$ cat src/rtl/writeback_pkg.sv
// Shared definitions for the writeback stage: FSM encoding, dataIn2 control
// field positions and the register index that redirects a write to the PC.
package writeback_pkg;

    typedef enum logic [3:0] {
        IDLE,
        CAPTURE,
        WR1,
        WAIT1,
        WR2,
        WAIT2,
        CPSR,
        ACK,
        WAIT_LOW
    } state_t;

    localparam int DEST1_LSB = 0;
    localparam int DEST2_LSB = 4;
    localparam int WR2_BIT   = 8;
    localparam int S_BIT     = 9;

    localparam logic [3:0] PC_IDX = 4'd15;

    // States in which the wait counter runs and may raise errTimeout
    function automatic logic is_wait(input state_t s);
        return (s == WAIT1) || (s == WAIT2) || (s == WAIT_LOW);
    endfunction

endpackage

$ cat src/rtl/writeback_toggle_sync.sv
// Plain flop-chain synchronizer for a level/toggle signal from another block.
module toggle_sync #(
    parameter int STAGES = 2
) (
    input  logic clk,
    input  logic srst,
    input  logic d,
    output logic q
);

    logic chain_reg [STAGES];

    genvar gi;
    generate
        for (gi = 0; gi < STAGES; gi++) begin : g_stage
            if (gi == 0) begin : g_first
                always_ff @(posedge clk) begin
                    if (srst) chain_reg[gi] <= 1'b0;
                    else      chain_reg[gi] <= d;
                end
            end else begin : g_rest
                always_ff @(posedge clk) begin
                    if (srst) chain_reg[gi] <= 1'b0;
                    else      chain_reg[gi] <= chain_reg[gi-1];
                end
            end
        end
    endgenerate

    assign q = chain_reg[STAGES-1];

endmodule

$ cat src/rtl/writeback.sv
// Writeback stage: takes one ALU result per ready/trigger handshake and commits
// it to the regbank write port, the PC and the CPSR in a fixed order.
module writeback
    import writeback_pkg::*;
#(
    parameter int DATA_W      = 32,
    parameter int ADDR_W      = 4,
    parameter int SYNC_STAGES = 2,
    parameter int ACK_TIMEOUT = 255
) (
    input  logic              clk,
    input  logic              reset,
    input  logic [DATA_W-1:0] dataIn1,
    input  logic [DATA_W-1:0] dataIn2,
    input  logic [DATA_W-1:0] dataIn3,
    input  logic [DATA_W-1:0] cpsrIn,
    input  logic              wIn,
    input  logic              readyIn,
    output logic              triggerOut,
    output logic [DATA_W-1:0] dataOutW,
    output logic [ADDR_W-1:0] addrOutW,
    output logic              triggerOutW,
    input  logic              ackInW,
    output logic [DATA_W-1:0] pcOut,
    output logic              pcWe,
    output logic [DATA_W-1:0] cpsrOut,
    output logic              cpsrWe,
    output logic              busy,
    output logic [15:0]       retireCount,
    output logic              errTimeout
);

    localparam int               CNT_W   = $clog2(ACK_TIMEOUT + 1);
    localparam logic [CNT_W-1:0] CNT_MAX = CNT_W'(ACK_TIMEOUT);

    logic ready_s;
    logic ack_s;

    toggle_sync #(.STAGES(SYNC_STAGES)) u_ready_sync (
        .clk  (clk),
        .srst (reset),
        .d    (readyIn),
        .q    (ready_s)
    );

    toggle_sync #(.STAGES(SYNC_STAGES)) u_ack_sync (
        .clk  (clk),
        .srst (reset),
        .d    (ackInW),
        .q    (ack_s)
    );

    state_t state_reg, state_next;

    logic [DATA_W-1:0] d1_reg, d2_reg, d3_reg, cpsr_in_reg;
    logic [DATA_W-1:0] data_w_reg, pc_reg, cpsr_reg;
    logic [ADDR_W-1:0] addr_w_reg;
    logic              trig_reg, trig_w_reg, pc_we_reg, cpsr_we_reg, err_reg;
    logic [15:0]       retire_reg;
    logic [CNT_W-1:0]  wait_cnt_reg;

    logic [ADDR_W-1:0] dest1, dest2;
    state_t            after1, after2;

    assign dest1  = d2_reg[DEST1_LSB +: ADDR_W];
    assign dest2  = d2_reg[DEST2_LSB +: ADDR_W];
    // Where to go once the first / second destination has been committed
    assign after2 = d2_reg[S_BIT] ? CPSR : ACK;
    assign after1 = d2_reg[WR2_BIT] ? WR2 : after2;

    always_ff @(posedge clk) begin
        if (reset) state_reg <= IDLE;
        else       state_reg <= state_next;
    end

    always_comb begin
        state_next = state_reg;
        case (state_reg)
            IDLE:     if (ready_s) state_next = CAPTURE;
            // Bundled inputs are stable while ready is high, so route on them live
            CAPTURE: begin
                if (wIn)                    state_next = WR1;
                else if (dataIn2[WR2_BIT])  state_next = WR2;
                else if (dataIn2[S_BIT])    state_next = CPSR;
                else                        state_next = ACK;
            end
            WR1:      state_next = (dest1 == PC_IDX) ? after1 : WAIT1;
            WAIT1:    if (ack_s == trig_w_reg) state_next = after1;
            WR2:      state_next = (dest2 == PC_IDX) ? after2 : WAIT2;
            WAIT2:    if (ack_s == trig_w_reg) state_next = after2;
            CPSR:     state_next = ACK;
            ACK:      state_next = WAIT_LOW;
            WAIT_LOW: if (!ready_s) state_next = IDLE;
            default:  state_next = IDLE;
        endcase
    end

    always_ff @(posedge clk) begin
        if (reset) begin
            d1_reg       <= '0;
            d2_reg       <= '0;
            d3_reg       <= '0;
            cpsr_in_reg  <= '0;
            data_w_reg   <= '0;
            addr_w_reg   <= '0;
            pc_reg       <= '0;
            cpsr_reg     <= '0;
            trig_reg     <= 1'b0;
            trig_w_reg   <= 1'b0;
            pc_we_reg    <= 1'b0;
            cpsr_we_reg  <= 1'b0;
            err_reg      <= 1'b0;
            retire_reg   <= '0;
            wait_cnt_reg <= '0;
        end else begin
            pc_we_reg   <= 1'b0;
            cpsr_we_reg <= 1'b0;
            case (state_reg)
                CAPTURE: begin
                    d1_reg      <= dataIn1;
                    d2_reg      <= dataIn2;
                    d3_reg      <= dataIn3;
                    cpsr_in_reg <= cpsrIn;
                end
                WR1: begin
                    if (dest1 == PC_IDX) begin
                        pc_reg    <= d1_reg;
                        pc_we_reg <= 1'b1;
                    end else begin
                        addr_w_reg <= dest1;
                        data_w_reg <= d1_reg;
                        trig_w_reg <= ~trig_w_reg;
                    end
                end
                WR2: begin
                    if (dest2 == PC_IDX) begin
                        pc_reg    <= d3_reg;
                        pc_we_reg <= 1'b1;
                    end else begin
                        addr_w_reg <= dest2;
                        data_w_reg <= d3_reg;
                        trig_w_reg <= ~trig_w_reg;
                    end
                end
                CPSR: begin
                    cpsr_reg    <= cpsr_in_reg;
                    cpsr_we_reg <= 1'b1;
                end
                ACK: begin
                    trig_reg   <= ~trig_reg;
                    retire_reg <= retire_reg + 16'd1;
                end
                default: ;
            endcase

            // Timeout only flags the stall; the FSM keeps waiting for its partner
            if (state_next != state_reg && is_wait(state_next)) begin
                wait_cnt_reg <= '0;
            end else if (is_wait(state_reg) && wait_cnt_reg != CNT_MAX) begin
                wait_cnt_reg <= wait_cnt_reg + 1'b1;
                if (wait_cnt_reg == CNT_MAX - 1'b1) err_reg <= 1'b1;
            end
        end
    end

    assign triggerOut  = trig_reg;
    assign dataOutW    = data_w_reg;
    assign addrOutW    = addr_w_reg;
    assign triggerOutW = trig_w_reg;
    assign pcOut       = pc_reg;
    assign pcWe        = pc_we_reg;
    assign cpsrOut     = cpsr_reg;
    assign cpsrWe      = cpsr_we_reg;
    assign busy        = (state_reg != IDLE);
    assign retireCount = retire_reg;
    assign errTimeout  = err_reg;

endmodule

$ cat config.mk
export PLATFORM = sky130hd
export DESIGN_NAME = writeback
export DESIGN_NICKNAME = d
export VERILOG_FILES = /design/src/rtl/writeback_pkg.sv /design/src/rtl/writeback_toggle_sync.sv /design/src/rtl/writeback.sv
export SDC_FILE = /design/constraint.sdc
export NUM_CORES = 1
export LEC_CHECK = 0
export CORE_AREA = 2 2 141 143
export CTS_CLUSTER_DIAMETER = 150
export DETAILED_ROUTE_END_ITERATION = 6
export DIE_AREA = 0 0 143 145
export GPL_TIMING_DRIVEN = 0
export PLACE_DENSITY = 0.9
export SYNTH_ARGS = -nofsm -noshare
export SYNTH_HDL_FRONTEND = slang
export SYNTH_SLANG_ARGS = --single-unit
$ cat constraint.sdc
create_clock -name clk -period 2.6 [get_ports clk]
set_input_delay 0.52 -clock clk [delete_from_list [all_inputs] [get_ports clk]]
set_output_delay 0.52 -clock clk [all_outputs]
set_load 0.005 [all_outputs]
======== After elaboration in Yosys (flattened, before gate mapping) ========
Memory sizes are Yosys's and may differ from the RTL's.
Cells that the tools add are included.
storage, ports and cells
  memories ................................ 2
  register bits after elaboration ......... 239
  memory bits (writable) .................. 4
  logic and storage cells ................. 96
  output and inout bits ................... 122
  bits of input ports ..................... 133
memories
  memory                  depth  bits a word  rd ports  clocked after Yosys merged registers in  wr ports  line                         RTL
  u_ack_sync.chain_reg    2      1            2         0                                        2         writeback_toggle_sync.sv:11  logic chain_reg [STAGES];
  u_ready_sync.chain_reg  2      1            2         0                                        2         writeback_toggle_sync.sv:11
cells by class
  bitwise logic cells ..................... 7
  reduce and logical (&&, ||, !) cells .... 13
  add/subtract/negate cells ............... 2
  equality and inequality tests ........... 21
  muxes and demuxes ....................... 35
operators by type and width
  kind                   number
  $mux 32                4
  $pmux 32 s2            2
  $pmux 4 s9             1
  $mux 4                 6
  $eq 4x3->1 const B     5
  $add 16x1->16 const B  1
  $eq 4x4->1 const B     4
  $mux 1                 14
  $eq 4x2->1 const B     3
  $reduce_and 3->1       3
  $add 8x1->8 const B    1
  $eq 8x8->1 const B     1
  $ne 2x2->1 const B     4
  $ne 8x8->1 const B     1
  $pmux 4 s2             1
  $mux 2                 3
  $mux 3                 2
  $eq 4x1->1 const B     1
  $logic_not 4->1        1
  $logic_or 1x1->1       4
  $ne 4x4->1             1
  $or 1x1->1             4
  $pmux 1 s2             2
  $reduce_bool 4->1      1
  5 further kinds        8

======== Longest topological paths before layout ========
  depth in word-level cells ............... 10
  mapped depth ............................ 8
  mapped depth without buffers ............ 6

======== Cells and area by module ========
From an unflattened synthesis, not the netlist that was laid out.
unflattened totals
  cell total of the unflattened synthesis .. 1,088
  area total of the unflattened synthesis .. 9,178.8 um^2
by module, submodules not included
  module       sequential area each (um^2)  cells an instance  area each (um^2)  times used
  writeback    4,784.6                      1,080              9,073.7           1
  toggle_sync  40.0                         4                  52.6              2

======== Least setup slack after synthesis ========
Ideal clock, no wire load.
  path kind ............................... reg-to-reg
  start ................................... reg state_reg[1]
  end ..................................... reg wait_cnt_reg[0]
  buffers on the path ..................... 1
  path slack .............................. 0.797 ns
  clock period less this slack ............ 1.803 ns
  stages on the path, launching flop included .. 8
  setup time .............................. 0.125 ns
  arrival ................................. 1.678 ns
  data required time ...................... 2.475 ns
  cells stage by stage .................... dfxtp_1 -> or4b_1 -> buf_2 -> nor2_2 -> a22o_2 -> o22ai_2 -> a22oi_4 -> nor2_1
on the way
  longest elaborated chain between the ends .. 7
  elaborated cells between the ends (all ways) .. 25
  classes of those cells .................. eq/ne: 12; mux: 5; reduce/logical: 8
ends and longest elaborated chain
  what                                             line                                  RTL
  start, declared                                  writeback.sv:53                       state_t state_reg, state_next;
  start signal, assigned                           writeback.sv:73                       else state_reg <= state_next;
  $eq 4x4->1, or another cell as far along         writeback_pkg.sv:26, writeback.sv:78
  $pmux 4 s9                                       writeback.sv:78                       case (state_reg)
  $eq 4x2->1 / $eq 4x3->1 (equally long branches)  writeback_pkg.sv:26                   return (s == WAIT1) || (s == WAIT2) || (s == WAIT_LOW);
  $logic_or 1x1->1 (2 in series)                   writeback_pkg.sv:26
  $logic_and 1x1->1                                writeback.sv:157                      if (state_next != state_reg && is_wait(state_next)) begin
  $reduce_or 2->1 (no source line)                 n/a
  end signal, assigned                             writeback.sv:160                      wait_cnt_reg <= wait_cnt_reg + 1'b1;
  end, declared                                    writeback.sv:60                       logic [CNT_W-1:0] wait_cnt_reg;
Parallel ways exist; a longest one is shown, timed or not.
A chain may end at the register's enable or synchronous reset.

======== Worst setup path in the final report ========
  start ................................... reg state_reg[2]
  end ..................................... reg cpsr_reg[19], in the netlist cpsrOut[19]
on the way
  longest elaborated chain between the ends .. 1
ends and longest elaborated chain
  what                  line              RTL
  $eq 4x3->1            writeback.sv:118  case (state_reg)
  end signal, assigned  writeback.sv:146  cpsr_reg <= cpsr_in_reg;
  end, declared         writeback.sv:56   logic [DATA_W-1:0] data_w_reg, pc_reg, cpsr_reg;
Every way passes these cells.

==> results by group <==
Logic synthesis
  – Main area contributors after synthesis: dfxtp_1 (53%), nand2_1 (12%), a21oi_1 (7.7%)
  – Post-synth ARST share: 0%
  – Yosys cell types: 52
  – Synth top area share: 53.3%
  – YS warnings: 0
  – Avg Cell Area, Syn: 8.57 um^2
  – #FFs+latches synth: 243
  – Syn nets: 1201
  – Area leader, netlist: dfxtp_1
  – Post-synth EDFFs: 0
  – Register area share after synthesis: 53.3%
  – Synth cell count leaders: nand2_1 (287), dfxtp_1 (243), a21oi_1 (141)
  – Synthesized cell area: 0.00912 mm^2
  – Post-Synthesis Cells: 1065
  – Most common cell in the netlist: nand2_1
  – Synth Flop Type: dfxtp_1

Placement
  – HPWL after DPL: 20100 um
  – PortBufs: 232
  – Placer Congestion: 0.883

Worst setup path
  – Crit-path max FO: 10
  – FF-to-FF path depth: 6
  – Most used cell, CP: buf_2
  – Critical Path Slowest Stage Cell: nor3b_1
  – WP data arrival: 2.87 ns
  – Worst path cell trace: buf_2 > nor2b_1 > nor3b_1 > buf_2 > nand2_1 > a21oi_1
  – CP Capture Type: flop
  – Worst Path Required: 3.03 ns
  – Slowest stage delay, CP: 0.84 ns
  – Startpoint Class: flop
  – CP Class: flop to flop

GRT
  – GRT Total Usage: 25.5%
  – Number of global-route vias before repair: 8453
  – GR peak layer: met2
  – Met3 Track Usage GR: 5.61%
  – Initial antenna violation count: 0
  – Grt met2 use: 44.8%
  – First-pass GRT wire length: 42800 um
  – Pin count of the biggest net entering global routing: 15
  – Overflow left after global routing: 0
  – Met1 GRT Util: 30.5%

Min path
  – Hold Path Depth: 1
  – Min-delay worst type: flop to flop

Final layout
  – Fillers: 1497
  – Fraction of layout cells with a size suffix above 1: 5.89%
  – Diode count: 0
  – Synth-to-Final Area Change: 38.4%
  – Final core occ: 65.7%
  – Final #Nets: 1459

Routing
  – Routed length per instance: 17.1 um
  – Post-route ant nets: 0
  – DRC errors left: 0
  – DRT iter0 DRCs: 455
  – Vias: 8609
  – DR vias/cell: 5.36
  – Routed WL: 27500 um
  – Pre-antenna DRT Iters: 7

CTS
  – Maximum buffer depth of the clock tree: 3
  – CTS clock-pin slew for the worst setup and hold paths: 0.06 ns
  – Cts bufs inserted: 24
  – Later-pin clock latency in the skew report: 0.51 ns
  – TritonCTS clock tree: built
  – CTS root buf: clkbuf_16
  – Hold buffer count at cts: 0
  – Post-CTS Setup Bufs: 0
  – Clock sinks: 243
  – H-tree levels: 1
  – Gates resized, CTS repair: 0

STA
  – Relative slew slack: 32.9%
  – Clk_skew: 0.00985 ns
  – Final Setup Violations: 0
  – Fmax: 409 MHz
  – Worst hold slack: 0.445 ns
  – RSZ-0062 raised after global routing: false
  – Tmin final: 2.44 ns
  – Final Max Slew Viols: 0
  – Worst Max-Slew Pin Slew: 1.00 ns
  – Period utilization: 94.0%
  – Final Hold Viols: 0

Pwr
  – Pleak: 0.00435 uW
  – Peak supply drop: 457 uV
  – Pwr Density: 902 mW/mm^2

Floorplanning
  – Initial Util: 47.5%
  – Die width: 143 um
  – Full die area: 0.0207 mm^2
  – Die Height: 145 um
  – Io pins: 255
  – Row cnt: 51
  – Core box area: 0.0192 mm^2

Job
  – Maxcap violations: 0

Outcome
  – Status: complete, no violations
==> per-layer routing <==
| layer | vias up | wire (um) |
|---|---|---|
| met4 | 0 | 693 |
| met2 | 400 | 13400 |
| met1 | 4047 | 10800 |
| met3 | 55 | 2560 |
| met5 | - | 0 |
| li1 | 4107 | - |
==> metrics by stage <==
stage | power [uW] | setup WS, ns | area (um^2) | TNS [ns] | std cells
4_1_cts | 11400 | 0.165 | 12600 | 0 | 1606
2_1_floorplan | 6370 | 0.797 | 9120 | 0 | 1065
5_1_grt | 11900 | 0.0193 | 12600 | 0 | 1606
3_3_place_gp | 7630 | -0.307 | 11800 | -29.73 | 1562
3_5_place_dp | 7730 | -0.362 | 11800 | -36.41 | 1562
6_report | 11400 | 0.157 | 12600 | 0 | 1606
==> where the power goes <==
| group | total (uW) | internal [uW] | switching, uW |
|---|---|---|---|
| Clock | 3670 | 2260 | 1410 |
| Sequential | 4690 | 4310 | 373 |
| Combinational | 3030 | 1350 | 1690 |
==> path summary, 6_finish.rpt <==
path / start / endpoint / slack [ns]
worst min register to register: u_ready_sync.chain_reg[0] / u_ready_sync.chain_reg[1] / 0.45
worst max register to register: state_reg[2] / cpsrOut[19] / 0.16
worst max-delay path: state_reg[2] / cpsrOut[19] / 0.16
worst min-delay path: u_ready_sync.chain_reg[0] / u_ready_sync.chain_reg[1] / 0.45
==> worst max-delay path, delay by kind of cell, from the launching register on <==
family | cells | cell delay (ns)
AND/OR/NAND/NOR | 3 | 1.19
buffers and inverters | 2 | 0.63
flip-flops | 1 | 0.40
AO/OA/AOI/OAI | 1 | 0.14
==> cell families (layout without fill, tap and decap cells) <==
| family | count (synthesis) | in the layout | synth area share (%) |
|---|---|---|---|
| compound gates | 229 | 229 | 15.6 |
| xor+xnor | 22 | 22 | 2.11 |
| fa+ha+maj | 3 | 3 | 0.412 |
| buf+inv | 85 | 361 | 4.20 |
| flops | 243 | 243 | 53.3 |
| mux | 38 | 38 | 4.18 |
| simple gates | 445 | 445 | 20.2 |
==> area by class of cell <==
type                            count  area (um^2)  share of cell area, %
Multi-Input combinational cell    737         3870                   30.7
Clock buffer                       38          744                   5.90
Clock inverter                      6          105                  0.832
Buffer                             80          364                   2.88
Tap cell                          265          332                   2.63
Inverter                            5         18.8                  0.149
Sequential cell                   243         4860                   38.5
Timing Repair Buffer              232         2320                   18.4
==> placed cells by master, fill, tap and decap left out, types with 4 or more instances in the layout <==
master	n
dfxtp_1	243
buf_2	18
mux2i_1	37
nor2b_1	9
clkbuf_8	7
buf_4	7
clkdlybuf4s50_1	232
clkbuf_16	25
and3_1	7
nor2_1	105
xnor2_1	8
nand2_1	287
a21oi_1	141
clkbuf_1	53
inv_1	4
nand3_1	5
xor2_1	14
buf_1	6
nand4_1	10
o21ai_0	4
a211oi_1	68
No activity file was read; power rests on OpenSTA's default activity.
==> edit: new RTL, same flow settings <==
`DEST2_LSB`: 4 -> 8.
--- a/src/rtl/writeback_pkg.sv
+++ b/src/rtl/writeback_pkg.sv
@@ -15,7 +15,7 @@
     } state_t;
 
     localparam int DEST1_LSB = 0;
-    localparam int DEST2_LSB = 4;
+    localparam int DEST2_LSB = 8;
     localparam int WR2_BIT   = 8;
     localparam int S_BIT     = 9;
 
Check against the original RTL: not equivalent (Yosys sat finds a counterexample within 10 cycles, from zero or initial values and one cycle with reset high).
==> edit against the original RTL <==
Worst hold slack worse by 0.0057 ns; global-route usage increased by 1.2 points; via count increased by 2.2%; maximum frequency fell by 3.5%; synthesized cell count is 0.75% higher; setup slack got worse by 0.088 ns; cell area rose by 1.3%; sequential cell count fell by 2; area after synthesis grew 2.4%; wire length is 3.7% higher; total power grew 9.3%; critical path type is now reg2out; largest power group unchanged.
==> edit: results <==
[yosys]
ys_types = 53
seq_area_frac_synth_pct = 51.7
synth_fp_nets = 1209
synthTopCellsByArea = "dfxtp_1 52%, nand2_1 11%, a21oi_1 8.1%, a211oi_2 4.7%, mux2i_1 3.6%"
synth_area_per_cell_um2 = 8.70
synth_commonest_cells = "286 x nand2_1, 241 x dfxtp_1, 152 x a21oi_1"

[placed_design]
pre_cts_ws_ns = -0.262
routabilityCongestion = 0.910
hpwl_mm = 20.6

[layout]
fin_cells = 1609
drive_above_1_share_pct = 9.15
fin_nets = 1463

[clocking]
cts.repair.resized = 2
cts_root_buf = "clkbuf_16"
cts_made_buffers = 25

[worst_hold_path]
worstHoldEndpoint = "u_ready_sync.chain_reg[1]$_SDFF_PP0_"
min_path_cells = 1
hold_path.class = "reg2reg"

[worst_setup_path]
critPathSlowestCell = "or4_4"
rrSetupSlack_ns = 0.30
slowest_delay_ns = 0.50
reg2reg_to = "d1_reg[20]$_SDFFE_PP0P_"
crit_end = "busy"
startpoint = "state_reg[3]$_SDFF_PP0_"
regToRegStartpoint = "state_reg[1]$_SDFF_PP0_"

[pwr]
ir_drop_mv = 0.571
p_leak_nw = 4.50

[sta]
skew_ns = 0.0193
fin_crit_sh_pct = 97.3

[routing]
drt_iter0_drc = 591
via_count = 8800
drt_first_pass_iters = 5
routedWlPerCell_um = 17.7

[grt]
grt_pass1_vias = 8693
antenna_found_initial = 2
grt_pass1_wl_mm = 44.2
grtUsageTotal_pct = 26.7

[run_status]
status = "complete, no violations"
edit: changes by cell type after synthesis, moves of 6 or more:
cell      delta
a21oi_1     +11
o21ai_0      +6
buf_6        +6
nor2_1      -21
xor2_1       -8
or4_1        +7
a211oi_2    +34
buf_2       +11
o31ai_1      +6
a211oi_1    -35
clkbuf_1     -7
edit: layer usage:
layer,wire length (µm),GRT usage [%]
met1,10600,31.3
met2,13400,44.2
met3,3140,8.71
met4,1300,11.9
met5,11,0
edit: critical path: cells and delay by family, from the launching register on:
kind	cells	cell delay, ns
buffers and inverters	2	0.64
flip-flops	1	0.35
AND/OR/NAND/NOR	1	0.50
edit: logic make-up after synthesis:
group	Yosys count	share of synthesized area [%]
adder cells (fa/ha/maj)	3	0.402
multiplexers	35	3.77
AND/OR/NAND/NOR	438	20.1
AO/OA/AOI/OAI	254	18.2
flip-flops	241	51.7
buffers and inverters	91	4.85
XOR/XNOR	11	1.03
edit: cell type report:
class / count / area (µm²)
Tap cell: 265 / 332
Buffer: 79 / 409
Inverter: 9 / 33.8
Sequential cell: 241 / 4830
Timing Repair Buffer: 230 / 2300
Clock inverter: 8 / 101
Multi-Input combinational cell: 741 / 4060
Clock buffer: 36 / 727
Fill cell: 1509 / 6410
edit: metrics by stage:
| step | TNS (ns) | power, W |
|---|---|---|
| 3_3_place_gp | -7.76 | 0.00873 |
| 5_1_grt | 0 | 0.0131 |
| 3_5_place_dp | -7.98 | 0.00887 |
| 6_report | 0 | 0.0124 |
| 2_1_floorplan | 0 | 0.00720 |
| 4_1_cts | 0 | 0.0125 |
edit: where the power goes:
part	internal [W]	switching [W]	total, W
combinational	0.00175	0.00223	0.00398
sequential	0.00441	0.000474	0.00488
clock	0.00214	0.00144	0.00358
total	0.00830	0.00415	0.0124
